<file path="config.mk">
export PLATFORM = sky130hd
export DESIGN_NAME = memory_phase
export DESIGN_NICKNAME = d
export VERILOG_FILES = /design/src/rtl/rv32_mem_pkg.sv /design/src/rtl/load_store_align.sv /design/src/rtl/memory_phase.sv
export SDC_FILE = /design/constraint.sdc
export NUM_CORES = 1
export LEC_CHECK = 0
export BUFFER_PORTS_ARGS = -buffer_cell sky130_fd_sc_hd__buf_2
export CAP_MARGIN = 20
export CORE_ASPECT_RATIO = 1.25
export CORE_MARGIN = 4
export CORE_UTILIZATION = 44
export CTS_CLUSTER_SIZE = 10
export DETAILED_ROUTE_END_ITERATION = 10
export PLACE_DENSITY = 0.72
export SYNTH_ARGS = -nofsm -noshare
export SYNTH_HDL_FRONTEND = slang
export SYNTH_HIERARCHICAL = 1
export SYNTH_SLANG_ARGS = --single-unit
export TNS_END_PERCENT = 1
</file>
<file path="constraint.sdc">
create_clock -name clk_25mhz -period 2.6 [get_ports clk_25mhz]
set_input_delay 0.26 -clock clk_25mhz [delete_from_list [all_inputs] [get_ports clk_25mhz]]
set_output_delay 0.26 -clock clk_25mhz [all_outputs]
set_load 0.02 [all_outputs]
</file>
<file path="src/rtl/rv32_mem_pkg.sv">
// Shared constants for the rv32im_zbb MEM stage.
// Load/store width codes, FSM encoding and counter sizing.
package rv32_mem_pkg;

  localparam int TIMEOUT_DEF = 16;

  localparam logic [2:0] F3_LB  = 3'b000;
  localparam logic [2:0] F3_LH  = 3'b001;
  localparam logic [2:0] F3_LW  = 3'b010;
  localparam logic [2:0] F3_LBU = 3'b100;
  localparam logic [2:0] F3_LHU = 3'b101;
  localparam logic [2:0] F3_SB  = 3'b000;
  localparam logic [2:0] F3_SH  = 3'b001;
  localparam logic [2:0] F3_SW  = 3'b010;

  typedef enum logic {
    S_IDLE = 1'b0,
    S_WAIT = 1'b1
  } mem_state_e;

  function automatic int cnt_width(input int t);
    return (t <= 2) ? 1 : $clog2(t);
  endfunction

endpackage

</file>
<file path="src/rtl/load_store_align.sv">
// Byte-lane steering for stores and lane select/extension for loads.
// Also flags misaligned addresses and width codes illegal for the op.
module load_store_align
  import rv32_mem_pkg::*;
(
  input  logic [1:0]  addr_lo,
  input  logic [2:0]  funct3,
  input  logic        is_store,
  input  logic [31:0] st_data,
  input  logic [31:0] ld_raw,
  output logic [3:0]  be,
  output logic [31:0] wdata,
  output logic [31:0] ld_data,
  output logic        misaligned,
  output logic        illegal
);

  logic [31:0] sh;

  assign sh = ld_raw >> {addr_lo, 3'b000};

  always_comb begin
    be         = '0;
    wdata      = '0;
    ld_data    = '0;
    misaligned = 1'b0;
    illegal    = 1'b0;
    unique case (funct3)
      F3_LB: begin
        be      = 4'b0001 << addr_lo;
        wdata   = {4{st_data[7:0]}};
        ld_data = {{24{sh[7]}}, sh[7:0]};
      end
      F3_LH: begin
        misaligned = addr_lo[0];
        be         = 4'b0011 << addr_lo;
        wdata      = {2{st_data[15:0]}};
        ld_data    = {{16{sh[15]}}, sh[15:0]};
      end
      F3_LW: begin
        misaligned = |addr_lo;
        be         = 4'b1111;
        wdata      = st_data;
        ld_data    = ld_raw;
      end
      F3_LBU: begin
        illegal = is_store;
        be      = 4'b0001 << addr_lo;
        ld_data = {24'd0, sh[7:0]};
      end
      F3_LHU: begin
        illegal    = is_store;
        misaligned = addr_lo[0];
        be         = 4'b0011 << addr_lo;
        ld_data    = {16'd0, sh[15:0]};
      end
      default: illegal = 1'b1;
    endcase
  end

endmodule

</file>
<file path="src/rtl/memory_phase.sv">
// MEM stage: EX/MEM register, data-memory req/ack FSM with timeout,
// and the MEM/WB result used for writeback and forwarding.
module memory_phase
  import rv32_mem_pkg::*;
#(
  parameter int TIMEOUT = TIMEOUT_DEF
) (
  input  logic        clk_25mhz,
  input  logic        rst_i,
  input  logic        valid_i,
  input  logic [31:0] alu_res_i,
  input  logic [31:0] rs2_i,
  input  logic [2:0]  funct3_i,
  input  logic        mem_rd_i,
  input  logic        mem_wr_i,
  input  logic [4:0]  rd_i,
  input  logic        reg_wr_i,
  output logic        stall_o,
  output logic        dmem_req_o,
  output logic        dmem_we_o,
  output logic [31:0] dmem_addr_o,
  output logic [3:0]  dmem_be_o,
  output logic [31:0] dmem_wdata_o,
  input  logic        dmem_ack_i,
  input  logic [31:0] dmem_rdata_i,
  output logic [31:0] ex_mem_o,
  output logic [31:0] mem_wb_o,
  output logic [4:0]  wb_rd_o,
  output logic        wb_reg_wr_o,
  output logic        err_o
);

  localparam int CW = cnt_width(TIMEOUT);

  mem_state_e  state;
  logic [CW-1:0] cnt;

  logic        ex_valid;
  logic [31:0] ex_addr;
  logic [31:0] ex_rs2;
  logic [2:0]  ex_f3;
  logic        ex_mrd;
  logic        ex_mwr;
  logic [4:0]  ex_rd;
  logic        ex_regwr;

  logic [3:0]  be;
  logic [31:0] wdata;
  logic [31:0] ld_data;
  logic        misaligned;
  logic        illegal;

  logic mem_op;
  logic bad;
  logic go;
  logic in_wait;
  logic terminal;

  load_store_align u_align (
    .addr_lo    (ex_addr[1:0]),
    .funct3     (ex_f3),
    .is_store   (ex_mwr),
    .st_data    (ex_rs2),
    .ld_raw     (dmem_rdata_i),
    .be         (be),
    .wdata      (wdata),
    .ld_data    (ld_data),
    .misaligned (misaligned),
    .illegal    (illegal)
  );

  assign mem_op   = ex_valid & (ex_mrd | ex_mwr);
  assign bad      = misaligned | illegal;
  assign in_wait  = (state == S_WAIT);
  assign go       = (state == S_IDLE) & mem_op & ~bad;
  assign terminal = (cnt == CW'(TIMEOUT - 1));

  // Abort cycle also releases the stall so the timed-out op is not re-issued.
  assign stall_o    = go | (in_wait & ~dmem_ack_i & ~terminal);
  assign dmem_req_o = go | in_wait;
  assign dmem_we_o  = dmem_req_o & ex_mwr;

  assign dmem_addr_o  = dmem_req_o ? {ex_addr[31:2], 2'b00} : 32'd0;
  assign dmem_be_o    = dmem_req_o ? be : 4'd0;
  assign dmem_wdata_o = dmem_we_o ? wdata : 32'd0;
  assign ex_mem_o     = ex_addr;

  always_ff @(posedge clk_25mhz) begin
    if (rst_i) begin
      state       <= S_IDLE;
      cnt         <= '0;
      ex_valid    <= 1'b0;
      ex_addr     <= '0;
      ex_rs2      <= '0;
      ex_f3       <= '0;
      ex_mrd      <= 1'b0;
      ex_mwr      <= 1'b0;
      ex_rd       <= '0;
      ex_regwr    <= 1'b0;
      mem_wb_o    <= '0;
      wb_rd_o     <= '0;
      wb_reg_wr_o <= 1'b0;
      err_o       <= 1'b0;
    end else begin
      if (!stall_o) begin
        ex_valid <= valid_i;
        ex_addr  <= alu_res_i;
        ex_rs2   <= rs2_i;
        ex_f3    <= funct3_i;
        ex_mrd   <= mem_rd_i;
        ex_mwr   <= mem_wr_i;
        ex_rd    <= rd_i;
        ex_regwr <= reg_wr_i;
      end
      wb_reg_wr_o <= 1'b0;
      err_o       <= 1'b0;
      case (state)
        S_IDLE: begin
          cnt <= '0;
          if (ex_valid) begin
            if (!mem_op) begin
              mem_wb_o    <= ex_addr;
              wb_rd_o     <= ex_rd;
              wb_reg_wr_o <= ex_regwr;
            end else if (bad) begin
              err_o <= 1'b1;
            end else begin
              state <= S_WAIT;
            end
          end
        end
        S_WAIT: begin
          if (dmem_ack_i) begin
            if (!ex_mwr) begin
              mem_wb_o    <= ld_data;
              wb_rd_o     <= ex_rd;
              wb_reg_wr_o <= ex_regwr;
            end
            state <= S_IDLE;
            cnt   <= '0;
          end else if (terminal) begin
            err_o <= 1'b1;
            state <= S_IDLE;
            cnt   <= '0;
          end else begin
            cnt <= cnt + 1'b1;
          end
        end
        default: begin
          state <= S_IDLE;
          cnt   <= '0;
        end
      endcase
    end
  end

endmodule
</file>
==> impl_metrics.json, run 1 <==
{
  "numPortBuffers": 250,
  "min_to": "ex_valid",
  "path_max_fanout": 33,
  "drtIter0Drc": 407,
  "power_w": 0.00623,
  "reg2reg_to": "mem_wb_o[25]",
  "grt_max_degree": 78,
  "clkSinkCount": 120,
  "rsz0062_at_grt": "yes",
  "core_area_um2": 16300,
  "power_density_nw_per_um2": 650,
  "wirelength_um": 22700,
  "post-route-util": 0.587,
  "finalCriticalPeriod_ns": 2.54,
  "yosysTopAreaCellShare": 0.326,
  "drtAntennaViolNets": 0,
  "layout_common_cells": "buf_2 (231), nand2b_1 (158), dfxtp_1 (114), mux2i_1 (82), a211oi_1 (50)",
  "nets": 1179,
  "vias_per_cell": 5.17,
  "max_slew_margin": 0.339,
  "power.leakage_nw": 4.64,
  "syn_inst": 846,
  "hold_path_depth": 2,
  "setup_viol": 0,
  "clockBufferDepth": 2,
  "crit_arrival_ns": 2.28,
  "hpwlAfterDp_um": 16000,
  "yosys-top-cells-area": "dfxtp_1 (33%), nand2b_1 (13%), mux2i_1 (11%)",
  "synthToLayoutAreaGrowth_pct": 30.0,
  "rrSetupSlack_ns": 0.31,
  "num_vias": 6717,
  "cts_made_buffers": 17,
  "placed_cell_area_um2": 8760,
  "die-width_um": 124,
  "max-vdd-ir-drop_uv": 431,
  "drv_slew": 0,
  "grt_pass1_vias": 6666,
  "layout_commonest_cell": "buf_2",
  "die_area_um2": 18900,
  "clock_latency_ns": 0.42,
  "finish.instance_area_um2": 9580,
  "r2r_cells": 8,
  "pin_count": 253,
  "die_y_um": 153,
  "start_kind": "flip-flop",
  "yosysWarnings": 6,
  "hold_viol": 0,
  "drive_gt1_frac": 0.355,
  "placementRows": 52,
  "crit_type": "flip-flop to output pin",
  "cts-htree-levels": 4,
  "cts.clk_slew.worst_paths_ns": 0.06,
  "min_path_type": "input port to flip-flop",
  "crit_required_ns": 2.34,
  "outcome": "completed",
  "netlist.top_cell.by_area": "dfxtp_1",
  "ys_ff_latch": 120,
  "drc": 0,
  "ys.flop_type": "dfxtp_1",
  "worstMarginPinSlew_ns": 0.991,
  "synth_cell_types": 46,
  "initial_core_util": 0.451,
  "hold_start": "valid_i",
  "finalCritPeriodShare": 0.975,
  "fin_hold_ws_ns": 0.0735,
  "synth_area_per_cell_um2": 8.71,
  "synth_edf_count": 0,
  "final.fill_count": 1479,
  "gr-total-overflow": 0,
  "grt_pass1_wl_um": 34700,
  "grt_use_total": 0.231,
  "drt-pass1-iter-count": 5,
  "synth_area_um2": 7370,
  "ys_seq_area_frac": 0.326,
  "critPathCaptureType": "output pin",
  "fmax_mhz": 394,
  "cts_root_buffer": "clkbuf_16",
  "clock_skew_ns": 0.00834,
  "wl_per_cell_um": 17.5,
  "cap_violations": 0,
  "antenna_found_initial": 6,
  "place_congestion": 0.910,
  "cts_tree": "yes",
  "timing.rr.start": "ex_mem_o[0]",
  "async_flop_share": 0
}
[cell usage after synthesis, types with 23 or more instances]
| cell | instances |
|---|---|
| a211oi_1 | 50 |
| a21oi_1 | 45 |
| and2_1 | 40 |
| clkbuf_1 | 47 |
| dfxtp_1 | 120 |
| inv_1 | 34 |
| mux2_2 | 39 |
| mux2i_1 | 82 |
| nand2_1 | 23 |
| nand2b_1 | 158 |
| nor2_1 | 36 |
| nor2b_1 | 48 |
[critical path: stages (launching register included)]
cell and delay (ns):
dfxtp_2 0.37, nor2b_4 0.15, a22o_1 0.27, nor3b_4 0.35, o21a_1 0.21, buf_12 0.17, and2_1 0.16, buf_2 0.17
[flip-flops by register name, indices dropped and copies added, names as in the netlist]
| register | count |
|---|---|
| ex_valid | 1 |
| wb_reg_wr_o | 1 |
| ex_rs2 | 32 |
| ex_regwr | 1 |
| cnt | 4 |
| wb_rd_o | 5 |
| ex_mem_o | 32 |
| err_o | 1 |
| ex_mwr | 1 |
| ex_mrd | 1 |
| ex_rd | 5 |
| mem_wb_o | 32 |
| ex_f3 | 3 |
| in_wait | 1 |
[per-stage QoR]
stage	worst slack, ns	std cells	TNS, ns
2_1_floorplan	0.186	847	0
3_3_place_gp	0.258	1261	0
3_5_place_dp	0.165	1261	0
4_1_cts	0.00859	1296	0
5_1_grt	-0.0323	1298	-0.216
6_report	0.0643	1298	0
[worst max-delay path by stage]
stage / endpoint / slack (ns) / cells after the start / startpoint
after floorplan: dmem_wdata_o[22] / 0.19 / 9 / ex_f3[1]
after global placement: dmem_addr_o[8] / 0.26 / 6 / ex_f3[1]
after detailed placement: dmem_be_o[3] / 0.16 / 6 / ex_f3[0]
after CTS: dmem_wdata_o[10] / 0.009 / 7 / ex_f3[0]
after global routing: dmem_wdata_o[14] / -0.03 / 8 / ex_mem_o[0]
final: dmem_wdata_o[10] / 0.06 / 7 / ex_f3[0]
[layout make-up]
class / instances / area [um^2] / area share
Clock inverter: 7 / 163 / 0.0170
Tap cell: 216 / 270 / 0.0282
Inverter: 36 / 135 / 0.0141
Timing Repair Buffer: 279 / 1580 / 0.165
Clock buffer: 25 / 495 / 0.0517
Multi-Input combinational cell: 613 / 4520 / 0.471
Antenna cell: 2 / 5.00 / 0.000522
Sequential cell: 120 / 2410 / 0.252
[logic make-up after synthesis]
group,share of synthesized area
AO/OA/AOI/OAI,0.175
XOR/XNOR,0.00238
buffers and inverters,0.0722
AND/OR/NAND/NOR,0.251
other,0.000509
adder cells (fa/ha/maj),0.00170
flip-flops,0.326
multiplexers,0.171
[power by group]
group	internal [W]	total [W]	switching, W	leakage (nW)
sequential	0.00200	0.00213	0.000134	0.995
clock	0.00180	0.00266	0.000855	0.318
combinational	0.000633	0.00144	0.000810	3.32
total	0.00443	0.00623	0.00180	4.64
[layer usage]
layer / vias to the layer above / GRT usage / wire length (um)
li1: 3328 / - / -
met1: 3110 / 0.279 / 9170
met2: 234 / 0.390 / 11300
met3: 39 / 0.0646 / 1640
met4: 6 / 0.0786 / 512
met5: - / 0 / 28
[timing repair]
action,in CTS,in global routing
setup buffers,2,0
pin swaps,2,2
hold buffers,0,0
cloned,1,0
setup endpoints to repair,68,58
resized for setup,8,29
Note: power is estimated with default switching activity, not from simulation.
==> run 2, diff against run 1 <==
--- a/config.mk
+++ b/config.mk
@@ -8,11 +8,11 @@
 export BUFFER_PORTS_ARGS = -buffer_cell sky130_fd_sc_hd__buf_2
 export CAP_MARGIN = 20
 export CORE_ASPECT_RATIO = 1.25
-export CORE_MARGIN = 4
-export CORE_UTILIZATION = 44
+export CORE_UTILIZATION = 40
+export CTS_BUF_LIST = sky130_fd_sc_hd__clkbuf_4
 export CTS_CLUSTER_SIZE = 10
 export DETAILED_ROUTE_END_ITERATION = 10
-export PLACE_DENSITY = 0.72
+export PLACE_DENSITY = 0.66
 export SYNTH_ARGS = -nofsm -noshare
 export SYNTH_HDL_FRONTEND = slang
 export SYNTH_HIERARCHICAL = 1
==> run 2 against run 1 <==
  * The run now ends with setup timing left
  * First-iteration DRC count grew 0.49%
  * Global-route usage up 1.3 points
  * Hold slack better by 0.17 ns
  * Routed wire length grew 6.3%
  * Cell count up 7.4%
  * Die area grew 0.41%
  * Core utilization down 1.2 points
  * Flip-flop and latch count did not move
  * Critical endpoint is now dmem_wdata_o[9]
==> impl_metrics.json, run 2 (synthesis gave the netlist of run 1 again) <==
{
  "outcome": "complete, but fails checks",
  "failed_checks": "setup timing",
  "gr-total-overflow": 0,
  "grt_pass1_wl_um": 35800,
  "busiest_layer": "met2",
  "nets": 1264,
  "drv_slew": 0,
  "swShare": 0.334,
  "die_y_um": 154,
  "power_density_nw_per_um2": 491,
  "p_sw_w": 0.00171,
  "fmax_mhz": 383,
  "pin_count": 253,
  "multi_input_area_um2": 4610,
  "layout_commonest_cell": "buf_2",
  "placementRows": 55,
  "worstMarginPinSlew_ns": 0.988,
  "hold_viol": 0,
  "grt_max_degree": 111,
  "cts-htree-levels": 4,
  "timing.rr.start": "ex_f3[1]",
  "cts_made_buffers": 17,
  "cts_root_buffer": "clkbuf_4",
  "drtAntennaViolNets": 0,
  "grt_util_met3": 0.0579,
  "p_comb_frac": 0.315,
  "r2r_cells": 10,
  "wirelength_um": 24100,
  "rrSetupSlack_ns": 0.19,
  "reg2reg_to": "mem_wb_o[26]",
  "synthToLayoutAreaGrowth_pct": 41.2,
  "grt_use_total": 0.244,
  "setup_viol": 1,
  "start_kind": "flip-flop",
  "min_path_type": "input port to flip-flop",
  "die_area_um2": 19000,
  "crit_required_ns": 2.34,
  "fin_ws_ns": -0.0113,
  "crit_end": "dmem_wdata_o[9]",
  "cts.clk_slew.worst_paths_ns": 0.11,
  "hpwlAfterDp_um": 15400,
  "internal_power_w": 0.00341,
  "layout_common_cells": "buf_2 (203), nand2b_1 (158), dfxtp_1 (113), mux2i_1 (82), dlygate4sd3_1 (76)",
  "power_w": 0.00511,
  "path_max_fanout": 8,
  "numPortBuffers": 250,
  "clkSinkCount": 120,
  "clock_skew_ns": 0.0133,
  "drtIter0Drc": 409,
  "seqPwrFrac": 0.415,
  "cap_violations": 0,
  "max_slew_margin": 0.341,
  "crit_type": "flip-flop to output pin",
  "p_clk_frac": 0.270,
  "crit_arrival_ns": 2.35,
  "place_congestion": 0.893,
  "power.leakage_nw": 4.92,
  "final.fill_count": 1634,
  "antenna_found_initial": 4,
  "max-vdd-ir-drop_uv": 192,
  "finalCritPeriodShare": 1.00,
  "die-width_um": 123,
  "drive_gt1_frac": 0.366,
  "startpoint": "ex_mem_o[0]",
  "setup_tns_ns": -0.0113,
  "wl_per_cell_um": 17.3,
  "clockBufferDepth": 2,
  "core_area_um2": 18100,
  "drc": 0,
  "grt_pass1_vias": 6822,
  "cts_tree": "yes",
  "clock_latency_ns": 0.53,
  "gr-usage-met1": 0.290,
  "initial_core_util": 0.407,
  "critPathCaptureType": "output pin",
  "num_vias": 7138,
  "drt-pass1-iter-count": 5,
  "finalCriticalPeriod_ns": 2.61,
  "met2_usage": 0.426,
  "vias_per_cell": 5.12,
  "rsz0062_at_grt": "yes",
  "regArea_um2": 2420
}
## run 2: what timing repair did
| item | in CTS | in global routing |
|---|---|---|
| pin swaps | 3 | 20 |
| buffers inserted | 0 | 12 |
| setup endpoints to repair | 69 | 69 |
| endpoints found under the hold margin | 76 | 0 |
| cloned | 1 | 3 |
| gates resized for setup | 76 | 64 |
| hold buffers | 76 | 0 |
## run 2: worst min-delay path by stage
| stage | startpoint | to | slack, ns | depth (start not counted) |
|---|---|---|---|---|
| after CTS | rst_i | mem_wb_o[14] | 0.19 | 3 |
| after detailed placement | mem_wb_o[29] | mem_wb_o[29] | 0.44 | 2 |
| final | rst_i | mem_wb_o[9] | 0.24 | 3 |
| after global routing | rst_i | mem_wb_o[14] | 0.22 | 3 |
| after global placement | cnt[0] | cnt[0] | 0.43 | 1 |
| after floorplan | valid_i | ex_valid | 0.38 | 1 |
## run 2: worst max-delay path: stages (launching register included)
cell and delay, ns:
dfxtp_4 0.38, nor2_4 0.12, nor2_1 0.05, a22o_1 0.23, nor3b_4 0.31, o21a_4 0.26, buf_6 0.15, and2_1 0.18
buf_6 0.14
## run 2: routing by layer
layer | wire (um) | share of wire
met1 | 9990 | 0.41
met2 | 12300 | 0.51
met3 | 1380 | 0.057
met4 | 432 | 0.018
met5 | 27 | 0.0011
## run 2: cell type report
type,instances,share of cell area
diodes,2,0.000481
clock buffers,19,0.0137
clock inverters,12,0.0129
inverters,36,0.0130
multi-input cells,613,0.443
flip-flops and latches,120,0.233
well taps,228,0.0274
repair buffers,364,0.257
## run 2: power by group through the flow
stage / Clock (W) / Combinational (W) / Sequential (W)
finish: 0.00138 / 0.00161 / 0.00212
global route: 0.00151 / 0.00173 / 0.00215
CTS: 0.00143 / 0.00152 / 0.00213
detailed placement: 0 / 0.00140 / 0.00217
global placement: 0 / 0.00139 / 0.00216
floorplan: 0 / 0.000881 / 0.00223
## run 2: per-stage QoR
| step | hold WS, ns | instance area [um^2] | instances | setup WS (ns) | utilization |
|---|---|---|---|---|---|
| 3_5_place_dp | 0.443 | 8770 | 1269 | 0.196 | 0.485 |
| 6_report | 0.241 | 10400 | 1394 | -0.0113 | 0.575 |
| 3_3_place_gp | 0.432 | 8770 | 1269 | 0.284 | 0.485 |
| 5_1_grt | 0.222 | 10400 | 1393 | -0.124 | 0.575 |
| 2_1_floorplan | 0.384 | 7370 | 847 | 0.186 | - |
| 4_1_cts | 0.187 | 10000 | 1377 | -0.110 | 0.555 |
